==> src/rtl/mod_rx_demod_fifo_if.sv <==
// Sample stream in, bit FIFO out, for the receive demodulator.
// The bench drives through master; the demodulator sits on slave.
interface mod_rx_demod_fifo_if;
  logic [1:0]        SELMod;
  logic              s_valid;
  logic signed [15:0] s_in;
  logic              sym_start;
  logic              rEN;
  logic              dOut;
  logic              bFull;
  logic              bEmpty;
  logic              bit_valid;
  logic              bit_dec;
  logic              overrun;

  modport master (
    output SELMod, s_valid, s_in, sym_start, rEN,
    input  dOut, bFull, bEmpty, bit_valid, bit_dec, overrun
  );

  modport slave (
    input  SELMod, s_valid, s_in, sym_start, rEN,
    output dOut, bFull, bEmpty, bit_valid, bit_dec, overrun
  );
endinterface

==> src/rtl/mod_rx_demod_fifo.sv <==
// Sign-reference correlator deciding ASK/FSK/PSK bits per symbol,
// feeding a small synchronous bit FIFO drained by a read strobe.
module mod_rx_demod_fifo #(
  parameter int SPS    = 16,
  parameter int THRESH = 4096,
  parameter int DEPTH  = 8
) (
  input logic            CLK,
  input logic            RESET,
  mod_rx_demod_fifo_if.slave bus
);

  localparam int KW    = $clog2(SPS);
  localparam int ACC_W = 16 + KW + 1;
  localparam int AW    = $clog2(DEPTH);

  localparam logic signed [ACC_W-1:0] TH = ACC_W'(THRESH);

  logic [1:0]               sel_q;
  logic [KW-1:0]            k_q;
  logic signed [ACC_W-1:0]  acc_a_q;
  logic signed [ACC_W-1:0]  acc1_q;
  logic signed [ACC_W-1:0]  acc2_q;
  logic                     bv_q;
  logic                     bd_q;

  logic                     chg;
  logic                     idle;
  logic [KW-1:0]            k_cur;
  logic                     last;
  logic                     r1;
  logic                     r2;
  logic signed [ACC_W-1:0]  x;
  logic signed [ACC_W-1:0]  mag;
  logic signed [ACC_W-1:0]  a_n;
  logic signed [ACC_W-1:0]  c1_n;
  logic signed [ACC_W-1:0]  c2_n;
  logic signed [ACC_W-1:0]  ab1;
  logic signed [ACC_W-1:0]  ab2;
  logic                     sel_ask;
  logic                     sel_fsk;
  logic                     sel_psk;
  logic                     dec;

  always_comb begin
    chg   = bus.SELMod != sel_q;
    idle  = bus.SELMod == 2'b11;
    k_cur = bus.sym_start ? '0 : k_q;
    last  = k_cur == KW'(SPS - 1);
    // r1 flips at half symbol, r2 at each quarter
    r1    = ~k_cur[KW-1];
    r2    = ~k_cur[KW-2];
    x     = {{(ACC_W-16){bus.s_in[15]}}, bus.s_in};
    mag   = x[ACC_W-1] ? -x : x;
    a_n   = (bus.sym_start ? '0 : acc_a_q) + mag;
    c1_n  = (bus.sym_start ? '0 : acc1_q) + (r1 ? x : -x);
    c2_n  = (bus.sym_start ? '0 : acc2_q) + (r2 ? x : -x);
    ab1   = c1_n[ACC_W-1] ? -c1_n : c1_n;
    ab2   = c2_n[ACC_W-1] ? -c2_n : c2_n;
  end

  always_comb begin
    sel_ask = bus.SELMod == 2'b00;
    sel_fsk = bus.SELMod == 2'b01;
    sel_psk = bus.SELMod == 2'b10;
    dec     = 1'b0;
    unique case (1'b1)
      sel_ask: dec = a_n >= TH;
      sel_fsk: dec = ab2 > ab1;
      sel_psk: dec = ~c1_n[ACC_W-1];
      default: dec = 1'b0;
    endcase
  end

  always_ff @(posedge CLK) begin
    if (!RESET) begin
      sel_q   <= bus.SELMod;
      k_q     <= '0;
      acc_a_q <= '0;
      acc1_q  <= '0;
      acc2_q  <= '0;
      bv_q    <= 1'b0;
      bd_q    <= 1'b0;
    end else begin
      sel_q <= bus.SELMod;
      bv_q  <= 1'b0;
      if (chg || idle) begin
        k_q     <= '0;
        acc_a_q <= '0;
        acc1_q  <= '0;
        acc2_q  <= '0;
      end else if (bus.s_valid) begin
        if (last) begin
          k_q     <= '0;
          acc_a_q <= '0;
          acc1_q  <= '0;
          acc2_q  <= '0;
          bv_q    <= 1'b1;
          bd_q    <= dec;
        end else begin
          k_q     <= k_cur + 1'b1;
          acc_a_q <= a_n;
          acc1_q  <= c1_n;
          acc2_q  <= c2_n;
        end
      end
    end
  end

  logic [AW:0] wp_q;
  logic [AW:0] rp_q;
  logic        mem_q [DEPTH];
  logic        dout_q;
  logic        ov_q;
  logic        empty;
  logic        full;
  logic        wr_en;
  logic        rd_en;

  always_comb begin
    empty = wp_q == rp_q;
    full  = (wp_q[AW] != rp_q[AW]) &&
            (wp_q[AW-1:0] == rp_q[AW-1:0]);
    // a read in the same cycle frees the slot a full write needs
    wr_en = bv_q && (!full || bus.rEN);
    rd_en = bus.rEN && !empty;
  end

  always_ff @(posedge CLK) begin
    if (wr_en) mem_q[wp_q[AW-1:0]] <= bd_q;
  end

  always_ff @(posedge CLK) begin
    if (!RESET) begin
      wp_q   <= '0;
      rp_q   <= '0;
      dout_q <= 1'b0;
      ov_q   <= 1'b0;
    end else begin
      if (wr_en) wp_q <= wp_q + 1'b1;
      if (rd_en) begin
        dout_q <= mem_q[rp_q[AW-1:0]];
        rp_q   <= rp_q + 1'b1;
      end
      if (bv_q && !wr_en) ov_q <= 1'b1;
    end
  end

  assign bus.dOut      = dout_q;
  assign bus.bFull     = full;
  assign bus.bEmpty    = empty;
  assign bus.bit_valid = bv_q;
  assign bus.bit_dec   = bd_q;
  assign bus.overrun   = ov_q;

endmodule
==> src/flat_wrapper.sv <==
// flat-port wrapper written by rule: the top's interface ports become plain ports
module mod_rx_demod_fifo_flat 
#(
  parameter int SPS    = 16,
  parameter int THRESH = 4096,
  parameter int DEPTH  = 8
)
  (CLK, RESET, bus_SELMod, bus_s_valid, bus_s_in, bus_sym_start, bus_rEN, bus_dOut, bus_bFull, bus_bEmpty, bus_bit_valid, bus_bit_dec, bus_overrun);
  mod_rx_demod_fifo_if bus_i ();
  input logic CLK;
  input logic RESET;
  input wire logic [$bits(bus_i.SELMod)-1:0] bus_SELMod;
  input wire logic [$bits(bus_i.s_valid)-1:0] bus_s_valid;
  input wire logic [$bits(bus_i.s_in)-1:0] bus_s_in;
  input wire logic [$bits(bus_i.sym_start)-1:0] bus_sym_start;
  input wire logic [$bits(bus_i.rEN)-1:0] bus_rEN;
  output wire logic [$bits(bus_i.dOut)-1:0] bus_dOut;
  output wire logic [$bits(bus_i.bFull)-1:0] bus_bFull;
  output wire logic [$bits(bus_i.bEmpty)-1:0] bus_bEmpty;
  output wire logic [$bits(bus_i.bit_valid)-1:0] bus_bit_valid;
  output wire logic [$bits(bus_i.bit_dec)-1:0] bus_bit_dec;
  output wire logic [$bits(bus_i.overrun)-1:0] bus_overrun;
  assign bus_i.SELMod = bus_SELMod;
  assign bus_i.s_valid = bus_s_valid;
  assign bus_i.s_in = bus_s_in;
  assign bus_i.sym_start = bus_sym_start;
  assign bus_i.rEN = bus_rEN;
  assign bus_dOut = bus_i.dOut;
  assign bus_bFull = bus_i.bFull;
  assign bus_bEmpty = bus_i.bEmpty;
  assign bus_bit_valid = bus_i.bit_valid;
  assign bus_bit_dec = bus_i.bit_dec;
  assign bus_overrun = bus_i.overrun;
  mod_rx_demod_fifo #(.SPS(SPS), .THRESH(THRESH), .DEPTH(DEPTH)) u_core (.CLK(CLK), .RESET(RESET), .bus(bus_i));
endmodule
==> config.mk <==
export PLATFORM = sky130hd
export DESIGN_NAME = mod_rx_demod_fifo_flat
export DESIGN_NICKNAME = d
export VERILOG_FILES = /design/src/rtl/mod_rx_demod_fifo_if.sv /design/src/rtl/mod_rx_demod_fifo.sv /design/src/flat_wrapper.sv
export SDC_FILE = /design/constraint.sdc
export NUM_CORES = 1
export LEC_CHECK = 0
export ABC_AREA = 1
export ABC_CLOCK_PERIOD_IN_PS = 6200
export BUFFER_PORTS_ARGS = -buffer_cell sky130_fd_sc_hd__buf_2
export CORE_MARGIN = 4
export CORE_UTILIZATION = 28
export DETAILED_ROUTE_END_ITERATION = 7
export GPL_TIMING_DRIVEN = 0
export RECOVER_POWER = 100
export SYNTH_ARGS = -nofsm -noshare
export SYNTH_HDL_FRONTEND = slang
export SYNTH_SLANG_ARGS = --single-unit
==> constraint.sdc <==
create_clock -name CLK -period 6.2 [get_ports CLK]
set_input_delay 1.24 -clock CLK [delete_from_list [all_inputs] [get_ports CLK]]
set_output_delay 1.24 -clock CLK [all_outputs]
set_load 0.02 [all_outputs]
======== Word-level counts from Yosys, hierarchy flattened ========
Memories as Yosys holds them, arrays and structs flattened. A register that Yosys moved wholly into a read port is not among the register bits.
Index checks and enable logic that the tools add are counted.
storage, ports and cells
  register bits after elaboration ......... 80
  bits in latches ......................... 0
  bits in writable memories ............... 8
  memory bits (read-only) ................. 0
  input port bits ......................... 23
  output and inout port bits .............. 6
  logic and storage cells ................. 66
  memories ................................ 1
cells by class
  add/subtract/negate cells ............... 10
  multiply operators ...................... 0
  div/mod/pow operators ................... 0
  $lt $le $gt $ge ......................... 2
  eq/ne operators ......................... 8
  shift operators ......................... 0
  muxes and demuxes ....................... 17
  bitwise gates (word level) .............. 4
  reductions and logical operators ........ 14
memories
  name          depth  width  rd ports  clocked after Yosys merged registers in  write ports  line                      RTL
  u_core.mem_q  8      1      1         1                                        1            mod_rx_demod_fifo.sv:112  logic mem_q [DEPTH];
operator list
  operator                                               count
  2-to-1 mux 21 bit                                      11
  adder 21 bit                                           3
  negation 21 bit                                        3
  >= comparator 21 x 14 -> 1 bit, second input constant  1
  > comparator 21 bit                                    1
  negation 16 -> 21 bit                                  1
  adder 4 x 1 -> 4 bit, second input constant            3
  2-to-1 mux 4 bit                                       2
  equality test 2 bit, second input constant             2
  equality test 4 bit                                    1
  equality test 4 bit, second input constant             1
  logical AND 1 bit                                      4
  zero test 1 bit                                        4
  inverter 1 bit                                         4
  equality test 3 bit                                    1
  2-to-1 mux 1 bit                                       3
  case mux 1 bit (3 select lines)                        1
  AND reduction 3 bit                                    1
  OR reduction 3 bit                                     1
  equality test 2 x 1 -> 1 bit, second input constant    1
  zero test 2 bit                                        1
  logical OR 1 bit                                       2
  != test 2 bit                                          1
  OR reduction 2 bit                                     1
  != test 1 bit                                          1

======== Logic depth before layout (Yosys ltp) ========
Gate-level depths: netlist of run 1.
  word-level depth ........................ 7
  gate-level depth with buffers ........... 42
  gate-level depth less buffers ........... 42

======== Worst setup path before layout of run 1 ========
Ideal clock, no wire load.
  path type ............................... input to register
  from .................................... in bus_s_in[1]
  to ...................................... reg u_core.bd_q, in the netlist u_core.bus.bit_dec
  setup time .............................. 120 ps
  arrival ................................. 5448 ps
  data required time ...................... 6080 ps
  setup slack ............................. 633 ps
  stages on the path ...................... 41
  path buffers ............................ 0
  cell sequence ........................... inv_1 -> ha_1 -> nand4_1 -> nor2_1 -> nand4_1 -> inv_1 -> nand2_1 -> nor2_1 -> nand3_1 -> nor3_1 -> ha_1 -> o21ai_0 -> ha_1 -> nand2_1 -> inv_1 -> nand2_1 -> inv_1 -> a21oi_1 -> (+5 left out) -> nand2_1 -> nand2_1 -> inv_1 -> nand4_1 -> ha_1 -> nand2_1 -> nor2_1 -> nand3_1 -> nor3_1 -> nand2_1 -> nand3_1 -> nand2_1 -> nand3_1 -> nand2_1 -> inv_1 -> nand2_1 -> nand2_1 -> a21oi_1
on the way
  word-level cells in the longest chain between the ends .. 7
  elaborated cells between the ends (all ways) .. 16
  classes of those cells .................. 7 x add/sub; 2 x order compare; 6 x mux; 1 x bitwise
RTL lines
  item                                         line                                              RTL
  start, declared                              flat_wrapper.sv:14                                input wire logic [$bits(bus_i.s_in)-1:0] bus_s_in;
  negation 21 bit                              mod_rx_demod_fifo.sv:56, mod_rx_demod_fifo.sv:57
  2-to-1 mux 21 bit, on equally long branches  mod_rx_demod_fifo.sv:57, mod_rx_demod_fifo.sv:56
  adder 21 bit, on equally long branches       mod_rx_demod_fifo.sv:57, mod_rx_demod_fifo.sv:56
  negation 21 bit, on equally long branches    mod_rx_demod_fifo.sv:59, mod_rx_demod_fifo.sv:58
  2-to-1 mux 21 bit, on equally long branches  mod_rx_demod_fifo.sv:59, mod_rx_demod_fifo.sv:58
  > comparator 21 bit                          mod_rx_demod_fifo.sv:69                           sel_fsk: dec = ab2 > ab1;
  case mux 1 bit (3 select lines) (*)          mod_rx_demod_fifo.sv:67                           unique case (1'b1)
  end signal, assigned                         mod_rx_demod_fifo.sv:83                           bd_q <= 1'b0;
  end signal, assigned                         mod_rx_demod_fifo.sv:99                           bd_q <= dec;
  end, declared                                mod_rx_demod_fifo.sv:25                           logic bd_q;
Every way passes the cells marked *; elsewhere a longest branch is shown, timed or not.
A chain may end at the register's enable or synchronous reset.

======== Worst setup path after layout of run 1 ========
  from .................................... in bus_s_in[0]
  to ...................................... reg u_core.bd_q, in the netlist u_core.bus.bit_dec
Same word-level chain as after synthesis.

==> flow_summary.toml, run 1 <==
[global_routing]
top_usage_layer = "met2"
use_met3_pct = 2.14
grt_max_degree = 18
grt_pass1_vias = 10498
gr-total-overflow = 0
track_usage_pct = 16.2
met2_usage_pct = 27.0
grt_pass1_wl_mm = 53.3
use_met1_pct = 21.7
antenna_found_initial = 0

[placed_design]
placed_cells = 2320
detailed_place_hpwl_mm = 27.3
place_congestion = 0.969
pre_cts_ws_ps = -994
port_buffers = 27

[clock_tree]
cts_hold_buf = 0
clock-root-buffer = "clkbuf_16"
clk_path_buf_depth = 2
cts_inserted_buffers = 9
clk_latency_ps = 370
h-tree-depth = 3
cts_tree = "done"
clock_sinks = 89
clk_pin_slew_worst_paths_ps = 80

[synth]
synth_enable_flop_cells = 8
synth_cell_types = 41
synth_top_cell_by_area = "nand2_1"
syn_nets = 1944
netlist_area_sq_mm = 0.0103
ys.flop_type = "dfxtp_1"
synth.cells.most_frequent = "600 x nand2_1, 306 x inv_1, 182 x nor2_1, 122 x a21oi_1"
yosysMostFrequentCell = "nand2_1"
yosys_warnings = 0
synth_top_area_share_pct = 21.8
ys_ff_latch = 89
yosysSeqAreaShare_pct = 18.0
syn_inst = 1825
synth-async-reset-ratio_pct = 0
syn_area_per_cell_sq_um = 5.66
synth_area_leaders = "nand2_1 22%, dfxtp_1 16%, ha_1 11%, inv_1 11%, nor2_1 6.6%"

[sta]
min_period_ps = 5980
hold_viol_final = 0
drv_slew = 0
skew_ps = 18.6
fin_hold_ws_ps = 464
slew_headroom_pct = 39.1
timing.final.crit_share_pct = 96.4
max_freq_mhz = 167
fin_ws_ps = 223
setup_viol = 0
worst_pin_slew_ps = 910

[hold_path]
hp-class = "reg -> reg"
holdPathStages = 2
hp-start = "u_core.acc2_q[12]$_SDFFE_PP0P_"

[drt]
via_per_inst = 4.82
antenna_left = 0
drt-initial-drc-count = 827
drt_wl_total_mm = 33.5
firstDrtPassIters = 6
vias = 11327
drc = 0
wl_per_cell_microns = 14.3

[power_and_ir_drop]
netSwitchingPower_uw = 671
clkPwrFrac_pct = 32.6
p_per_area_mw_per_mm2 = 145
switching_share_pct = 38.8
ir_worst_vdd_uv = 130
intPower_uw = 1060
p_leak_uw = 0.00603
pwr-share-seq_pct = 34.7
p_comb_share_pct = 32.7

[outcome]
outcome = "completed"

[die]
die_x_microns = 200
num_rows = 70
core_area_sq_mm = 0.0365
start_util_pct = 28.3
io_pins = 29
die_height_microns = 200
die_area_sq_mm = 0.0400

[setup_path]
cp_slowest_cell = "ha_1"
timing.rr.start = "u_core.k_q[3]$_SDFFE_PP0P_"
critPathLaunch = "bus_s_in[0]"
arrival_ps = 6240
critPathRequiredTime_ps = 6470
regToRegEndpoint = "u_core.bus.bit_dec$_SDFFE_PN0P_"
worst_setup_path_start_kind = "input port"
r2r_slack_ps = 1140
rr_worst_depth = 30
critPathMaxStageDelay_ps = 360
crit_fanout = 5
worst_setup_path_end_kind = "register"
cp_common_cell = "nand2_1"
worstSetupEndpoint = "u_core.bus.bit_dec$_SDFFE_PN0P_"
crit_type = "in -> reg"

[run]
drv_cap = 0

[final_layout]
drive_gt1_share_pct = 9.62
layout.cells.non_filler = 2350
final_nets = 1996
n_antenna_cell = 0
synthToLayoutAreaGrowth_pct = 15.2
sequential cells by signal, indices dropped and copies added, names as in the netlist:
name	count
u_core.sel_q	2
u_core.bus.overrun	1
u_core.bus.bit_valid	1
u_core.bus.bit_dec	1
u_core.k_q	4
u_core.bus.dOut	1
u_core.acc_a_q	21
u_core.acc2_q	21
u_core.rp_q	4
u_core.mem_q	8
u_core.acc1_q	21
u_core.wp_q	4
metrics by stage:
stage / utilization, % / area (sq um) / total power, uW / TNS, ps
final: 32.6 / 11900 / 1730 / 0
after global routing: 32.6 / 11900 / 1840 / -67.4
after CTS: 31.3 / 11400 / 1700 / 0
after detailed placement: 30.3 / 11100 / 1130 / -994
after global placement: 30.3 / 11100 / 1120 / -845
after floorplan: - / 10300 / 976 / 0
timing repair:
action / in CTS / in global routing
pin swaps: 2 / 55
buffers inserted: 0 / 13
resized for setup: 27 / 117
gates cloned: 0 / 2
setup endpoints to repair: 1 / 1
metal layers:
metal	vias up	wire (microns)
li1	5836	-
met1	5165	15600
met2	276	15400
met3	50	1540
met4	0	912
met5	-	0
cell type report:
cell class,count,area [sq um]
plain buffers,40,188
inverters,314,1180
flip-flops and latches,89,1860
clock buffers,9,225
well taps,468,586
fillers,4038,24600
repair buffers,42,272
multi-input cells,1381,7520
clock inverters,7,63.8
cell families after synthesis:
group | after synthesis | synth area share, %
DFF | 89 | 18.0
AOI/OAI and AO/OA | 242 | 12.4
buffers and inverters | 355 | 13.2
adders and majority gates | 96 | 11.8
and+or+nand+nor | 988 | 40.0
xor gates and xnor gates | 55 | 4.66
how the worst min path moves through the flow:
stage | end | slack (ps)
detailed placement | u_core.acc_a_q[5]$_SDFFE_PP0P_ | 460
global route | u_core.acc2_q[12]$_SDFFE_PP0P_ | 480
finish | u_core.acc2_q[12]$_SDFFE_PP0P_ | 460
CTS | u_core.acc_a_q[5]$_SDFFE_PP0P_ | 470
global placement | u_core.acc2_q[7]$_SDFFE_PP0P_ | 450
floorplan | u_core.wp_q[3]$_SDFFE_PN0P_ | 440
power groups by stage:
stage | Sequential [uW] | Clock (uW) | Combinational (uW)
final | 600 | 564 | 566
after CTS | 600 | 582 | 521
after global placement | 613 | 0 | 504
after detailed placement | 613 | 0 | 514
after global routing | 602 | 600 | 637
after floorplan | 612 | 0 | 365
critical path: cells and delay by family:
kind,cells,cell delay [ps]
XOR/XNOR,1,230
AND/OR/NAND/NOR,21,2350
AO/OA/AOI/OAI,5,800
buffers and inverters,6,520
adder cells (fa/ha/maj),4,1090
cell usage in the layout, fill, tap and decap left out, types with 4 or more instances in the layout:
cell         n
a21oi_1    112
a21oi_2     13
and2_1       5
buf_1        5
buf_2       14
buf_4       15
buf_6        5
clkbuf_1    37
clkbuf_16   10
dfxtp_1     81
edfxtp_1     8
ha_1        81
ha_2         4
ha_4         8
inv_1      300
inv_2       11
nand2_1    589
nand2_2     28
nand3_1     89
nand3_2      5
nand3b_1    10
nand4_1     30
nor2_1     173
nor2_2      17
nor2_4       4
nor3_1      19
nor3_2       8
o21ai_0     72
o21ai_1     10
o21ai_2      9
o21ai_4      4
o22ai_1      8
xnor2_1      8
xor2_1      44
(Power assumes the default switching activity.)
==> inputs of run 2 (changes only) <==
- PLACE_DENSITY: default -> 0.39
==> flow_summary.toml, run 2 (synthesis results as in run 1) <==
[outcome]
outcome = "completed"

[clock_tree]
clk_path_buf_depth = 2
clk_pin_slew_worst_paths_ps = 70
clock_sinks = 89
h-tree-depth = 3
clock-root-buffer = "clkbuf_16"
cts_tree = "done"
cts_inserted_buffers = 9
clk_latency_ps = 380

[setup_path]
rr_worst_depth = 29
regToRegEndpoint = "u_core.bus.bit_dec$_SDFFE_PN0P_"
crit_type = "in -> reg"
r2r_slack_ps = 1140
cp_slowest_cell = "ha_2"
critPathRequiredTime_ps = 6510
cp_common_cell = "nand4_1"
worst_setup_path_end_kind = "register"
arrival_ps = 6210
crit_fanout = 6
worst_setup_path_start_kind = "input port"
critPathLaunch = "bus_s_in[2]"
timing.rr.start = "u_core.k_q[2]$_SDFFE_PP0P_"
worstSetupEndpoint = "u_core.bus.bit_dec$_SDFFE_PN0P_"
critPathMaxStageDelay_ps = 380

[drt]
firstDrtPassIters = 5
drc = 0
drt-initial-drc-count = 504
wl_per_cell_microns = 15.9
via_per_inst = 4.68
antenna_left = 0
vias = 11012
drt_wl_total_mm = 37.5

[die]
io_pins = 29
core_area_sq_mm = 0.0365
start_util_pct = 28.3
num_rows = 70
die_x_microns = 200
die_height_microns = 200
die_area_sq_mm = 0.0400

[power_and_ir_drop]
p_per_area_mw_per_mm2 = 145
p_leak_uw = 0.00610
ir_worst_vdd_uv = 137

[sta]
fin_hold_ws_ps = 464
rsz0062_at_grt = "yes"
slew_headroom_pct = 41.9
worst_pin_slew_ps = 871
setup_viol = 0
skew_ps = 12.2
timing.final.crit_share_pct = 95.2
max_freq_mhz = 169
drv_slew = 0
hold_viol_final = 0
min_period_ps = 5910

[global_routing]
grt_pass1_vias = 10403
grt_pass1_wl_mm = 58.1
gr-total-overflow = 0
antenna_found_initial = 0
track_usage_pct = 18.5
grt_max_degree = 17

[placed_design]
port_buffers = 27
placed_cells = 2320
detailed_place_hpwl_mm = 31.1
place_congestion = 0.859
dpl_cell_area_sq_mm = 0.0111

[final_layout]
layout.cells.non_filler = 2355
final_cell_mix = "582 x nand2_1, 297 x inv_1, 175 x nor2_1"
drive_gt1_share_pct = 11.0
stdcell_area_sq_mm = 0.0121
top_regs = "u_core.acc1_q (21), u_core.acc2_q (21), u_core.acc_a_q (21)"
fill_cells = 4226
n_antenna_cell = 0
synthToLayoutAreaGrowth_pct = 17.0
final_nets = 2001
final_common_cell = "nand2_1"

[hold_path]
hp-class = "reg -> reg"

[run]
drv_cap = 0
==> run 2: cell types whose count changed in the layout (fill, tap and decap cells not counted), sizes merged <==
| cell | change |
|---|---|
| buf | +10 |
| clkbuf | -4 |
| clkinvlp | +2 |
| inv | -2 |
| clkinv | -1 |
==> run 2: final cells by class <==
cell class	count	area [sq um]	share of cell area, %
multi-input cells	1381	7640	63.2
flip-flops and latches	89	1860	15.4
inverters	314	1200	9.93
well taps	468	586	4.84
repair buffers	47	333	2.75
clock buffers	10	229	1.89
plain buffers	40	190	1.57
clock inverters	6	51.3	0.424
==> run 2: per-stage QoR <==
stage | TNS [ps] | total power (uW) | setup slack [ps] | utilization, %
6_report | 0 | 1750 | 295 | 33.1
3_5_place_dp | -1200 | 1150 | -1200 | 30.3
2_1_floorplan | 0 | 976 | 633 | -
4_1_cts | 0 | 1740 | 0.917 | 31.5
3_3_place_gp | -1120 | 1140 | -1120 | 30.3
5_1_grt | -71.7 | 1870 | -71.7 | 33.1
==> run 2: worst min path at each step <==
stage                     cells after the start                        endpoint  slack, ps                      startpoint
after floorplan                               1     u_core.wp_q[3]$_SDFFE_PN0P_        440     u_core.wp_q[3]$_SDFFE_PN0P_
after global placement                        2  u_core.acc1_q[14]$_SDFFE_PP0P_        450  u_core.acc1_q[14]$_SDFFE_PP0P_
after detailed placement                      2  u_core.acc2_q[14]$_SDFFE_PP0P_        460  u_core.acc2_q[14]$_SDFFE_PP0P_
after CTS                                     2  u_core.acc2_q[14]$_SDFFE_PP0P_        470  u_core.acc2_q[14]$_SDFFE_PP0P_
after global routing                          2  u_core.acc2_q[17]$_SDFFE_PP0P_        480  u_core.acc2_q[17]$_SDFFE_PP0P_
final                                         2  u_core.acc1_q[14]$_SDFFE_PP0P_        460  u_core.acc1_q[14]$_SDFFE_PP0P_
==> run 2: where the power goes <==
| part | leakage (uW) | internal [uW] | switching, uW |
|---|---|---|---|
| combinational | 0.00527 | 191 | 388 |
| sequential | 0.000711 | 591 | 8.90 |
| clock | 0.000127 | 278 | 292 |
| total | 0.00610 | 1060 | 689 |
==> run 2: critical path, delay by kind of cell <==
family	cells	cell delay, ps
fa+ha+maj	3	1020
simple gates	21	2510
buf+inv	5	570
compound gates	5	880
==> run 2: timing repair <==
action	in CTS	in global routing
pin swaps	8	55
gates resized for setup	39	128
gates cloned	0	1
hold endpoints to repair	0	0
buffers inserted	2	17
endpoints found under the setup margin	1	1
hold buffers	0	0
==> run 2: per-layer routing <==
layer	routed length, microns	global-route usage (%)	part of all wire [%]
met5	0	0	0
met4	1020	6.71	2.7
met3	1130	1.94	3.0
met2	17600	31.1	47
met1	17800	24.6	47
==> inputs of run 3 (changes only) <==
- CORE_UTILIZATION: 28 -> 65
- PLACE_DENSITY: 0.39 -> 0.8
- REMOVE_ABC_BUFFERS: default -> 1
==> flow_summary.toml, run 3 (synthesis results as in run 1) <==
[outcome]
outcome = "completed"

[setup_path]
worst_setup_path_start_kind = "input port"
critPathLaunch = "bus_s_in[1]"
critPathMaxStageDelay_ps = 310
critPathRequiredTime_ps = 6500
timing.rr.start = "u_core.k_q[3]$_SDFFE_PP0P_"
r2r_slack_ps = 1340
worstSetupEndpoint = "u_core.bus.bit_dec$_SDFFE_PN0P_"
crit_fanout = 5
cp_slowest_cell = "ha_1"
arrival_ps = 6360
rr_worst_depth = 27
regToRegEndpoint = "u_core.bus.bit_dec$_SDFFE_PN0P_"
crit_type = "in -> reg"
worst_setup_path_end_kind = "register"

[placed_design]
dpl_cell_area_sq_mm = 0.0106
port_buffers = 28
place_congestion = 0.922
pre_cts_ws_ps = -1250
detailed_place_hpwl_mm = 21.8

[sta]
fin_ws_ps = 140
max_freq_mhz = 165
skew_ps = 13.7
slew_headroom_pct = 25.0
timing.final.crit_share_pct = 97.7
drv_slew = 0
min_period_ps = 6060
worst_pin_slew_ps = 1120
hold_viol_final = 0
setup_viol = 0

[power_and_ir_drop]
p_per_area_mw_per_mm2 = 150
p_leak_uw = 0.00609
ir_worst_vdd_uv = 139

[run]
drv_cap = 0

[die]
die_x_microns = 134
start_util_pct = 67.2
io_pins = 29
num_rows = 45
die_area_sq_mm = 0.0180
die_height_microns = 134
core_area_sq_mm = 0.0154

[global_routing]
grt_pass1_vias = 9776
gr-total-overflow = 0
track_usage_pct = 31.4
antenna_found_initial = 0
grt_max_degree = 66
grt_pass1_wl_mm = 46.1

[final_layout]
final_nets = 1967
n_antenna_cell = 0
final_cell_mix = "580 x nand2_1, 300 x inv_1, 173 x nor2_1"
synthToLayoutAreaGrowth_pct = 12.4
final_common_cell = "nand2_1"
multiInputGateArea_sq_mm = 0.00766
stdcell_area_sq_mm = 0.0116
final_util_pct = 75.5
drive_gt1_share_pct = 11.1
top_regs = "u_core.acc1_q (21), u_core.acc2_q (21), u_core.acc_a_q (21)"
fill_cells = 1385
seq_area_sq_mm = 0.00186

[drt]
drt-initial-drc-count = 952
via_per_inst = 5.56
vias = 11469
drc = 0
drt_wl_total_mm = 30.1
antenna_left = 0
wl_per_cell_microns = 14.6
firstDrtPassIters = 8

[hold_path]
hp-class = "reg -> reg"

[clock_tree]
cts_inserted_buffers = 9
clk_pin_slew_worst_paths_ps = 70
clock_sinks = 89
clk_path_buf_depth = 2
clk_latency_ps = 370
h-tree-depth = 3
clock-root-buffer = "clkbuf_16"
cts_hold_buf = 0
cts_tree = "done"
[run 3: cell types whose count changed in the layout (fill, tap and decap cells not counted), sizes merged]
cell,change
clkinv,-3
clkinvlp,-1
buf,-7
nand2,+3
clkbuf,-31
inv,+5
[run 3: cell type report]
cell class	instances	share of cell area [%]
sequential	89	16.0
tap	211	2.27
timing repair buffer	50	3.05
clock inverter	7	0.593
multi-input combinational	1384	65.9
clock buffer	9	1.94
inverter	314	10.2
[run 3: power by group]
part / internal, uW / switching (uW)
logic: 185 / 366
clock network: 286 / 300
registers: 591 / 9.14
[run 3: worst min-delay path by stage]
| stage | slack (ps) | to | start | depth (start not counted) |
|---|---|---|---|---|
| floorplan | 440 | u_core.wp_q[3]$_SDFFE_PN0P_ | u_core.wp_q[3]$_SDFFE_PN0P_ | 1 |
| global placement | 450 | u_core.acc_a_q[20]$_SDFFE_PP0P_ | u_core.acc_a_q[20]$_SDFFE_PP0P_ | 2 |
| detailed placement | 460 | u_core.acc1_q[4]$_SDFFE_PP0P_ | u_core.acc1_q[4]$_SDFFE_PP0P_ | 2 |
| CTS | 470 | u_core.acc2_q[20]$_SDFFE_PP0P_ | u_core.acc2_q[20]$_SDFFE_PP0P_ | 2 |
| global route | 480 | u_core.acc2_q[12]$_SDFFE_PP0P_ | u_core.acc2_q[12]$_SDFFE_PP0P_ | 2 |
| finish | 470 | u_core.acc2_q[16]$_SDFFE_PP0P_ | u_core.acc2_q[16]$_SDFFE_PP0P_ | 2 |
[run 3: stage by stage]
step / hold WS (ps) / setup TNS (ps) / total power, uW / std cells
3_3_place_gp: 452 / -1200 / 1080 / 2023
5_1_grt: 479 / -167 / 1820 / 2064
3_5_place_dp: 455 / -1250 / 1090 / 2025
2_1_floorplan: 441 / 0 / 961 / 1784
6_report: 468 / 0 / 1740 / 2064
4_1_cts: 466 / 0 / 1670 / 2042
[run 3: worst max-delay path: cells and delay by family]
family | cells | cell delay [ps]
buffers and inverters | 5 | 680
adder cells (fa/ha/maj) | 3 | 800
XOR/XNOR | 1 | 140
AO/OA/AOI/OAI | 3 | 540
AND/OR/NAND/NOR | 20 | 2950
[run 3: per-layer routing]
| layer | global-route usage, % | wire length [microns] | vias up |
|---|---|---|---|
| met1 | 42.2 | 13200 | 5222 |
| met4 | 13.1 | 1220 | 0 |
| met3 | 3.71 | 1930 | 65 |
| li1 | - | - | 5776 |
| met5 | 0 | 0 | - |
| met2 | 51.3 | 13700 | 406 |
[run 3: repair_timing]
action / 4_1_cts / 5_1_grt
setup buffers: 1 / 19
endpoints found under the setup margin: 1 / 1
cloned: 0 / 3
gates resized for setup: 14 / 121
pin swaps: 1 / 63
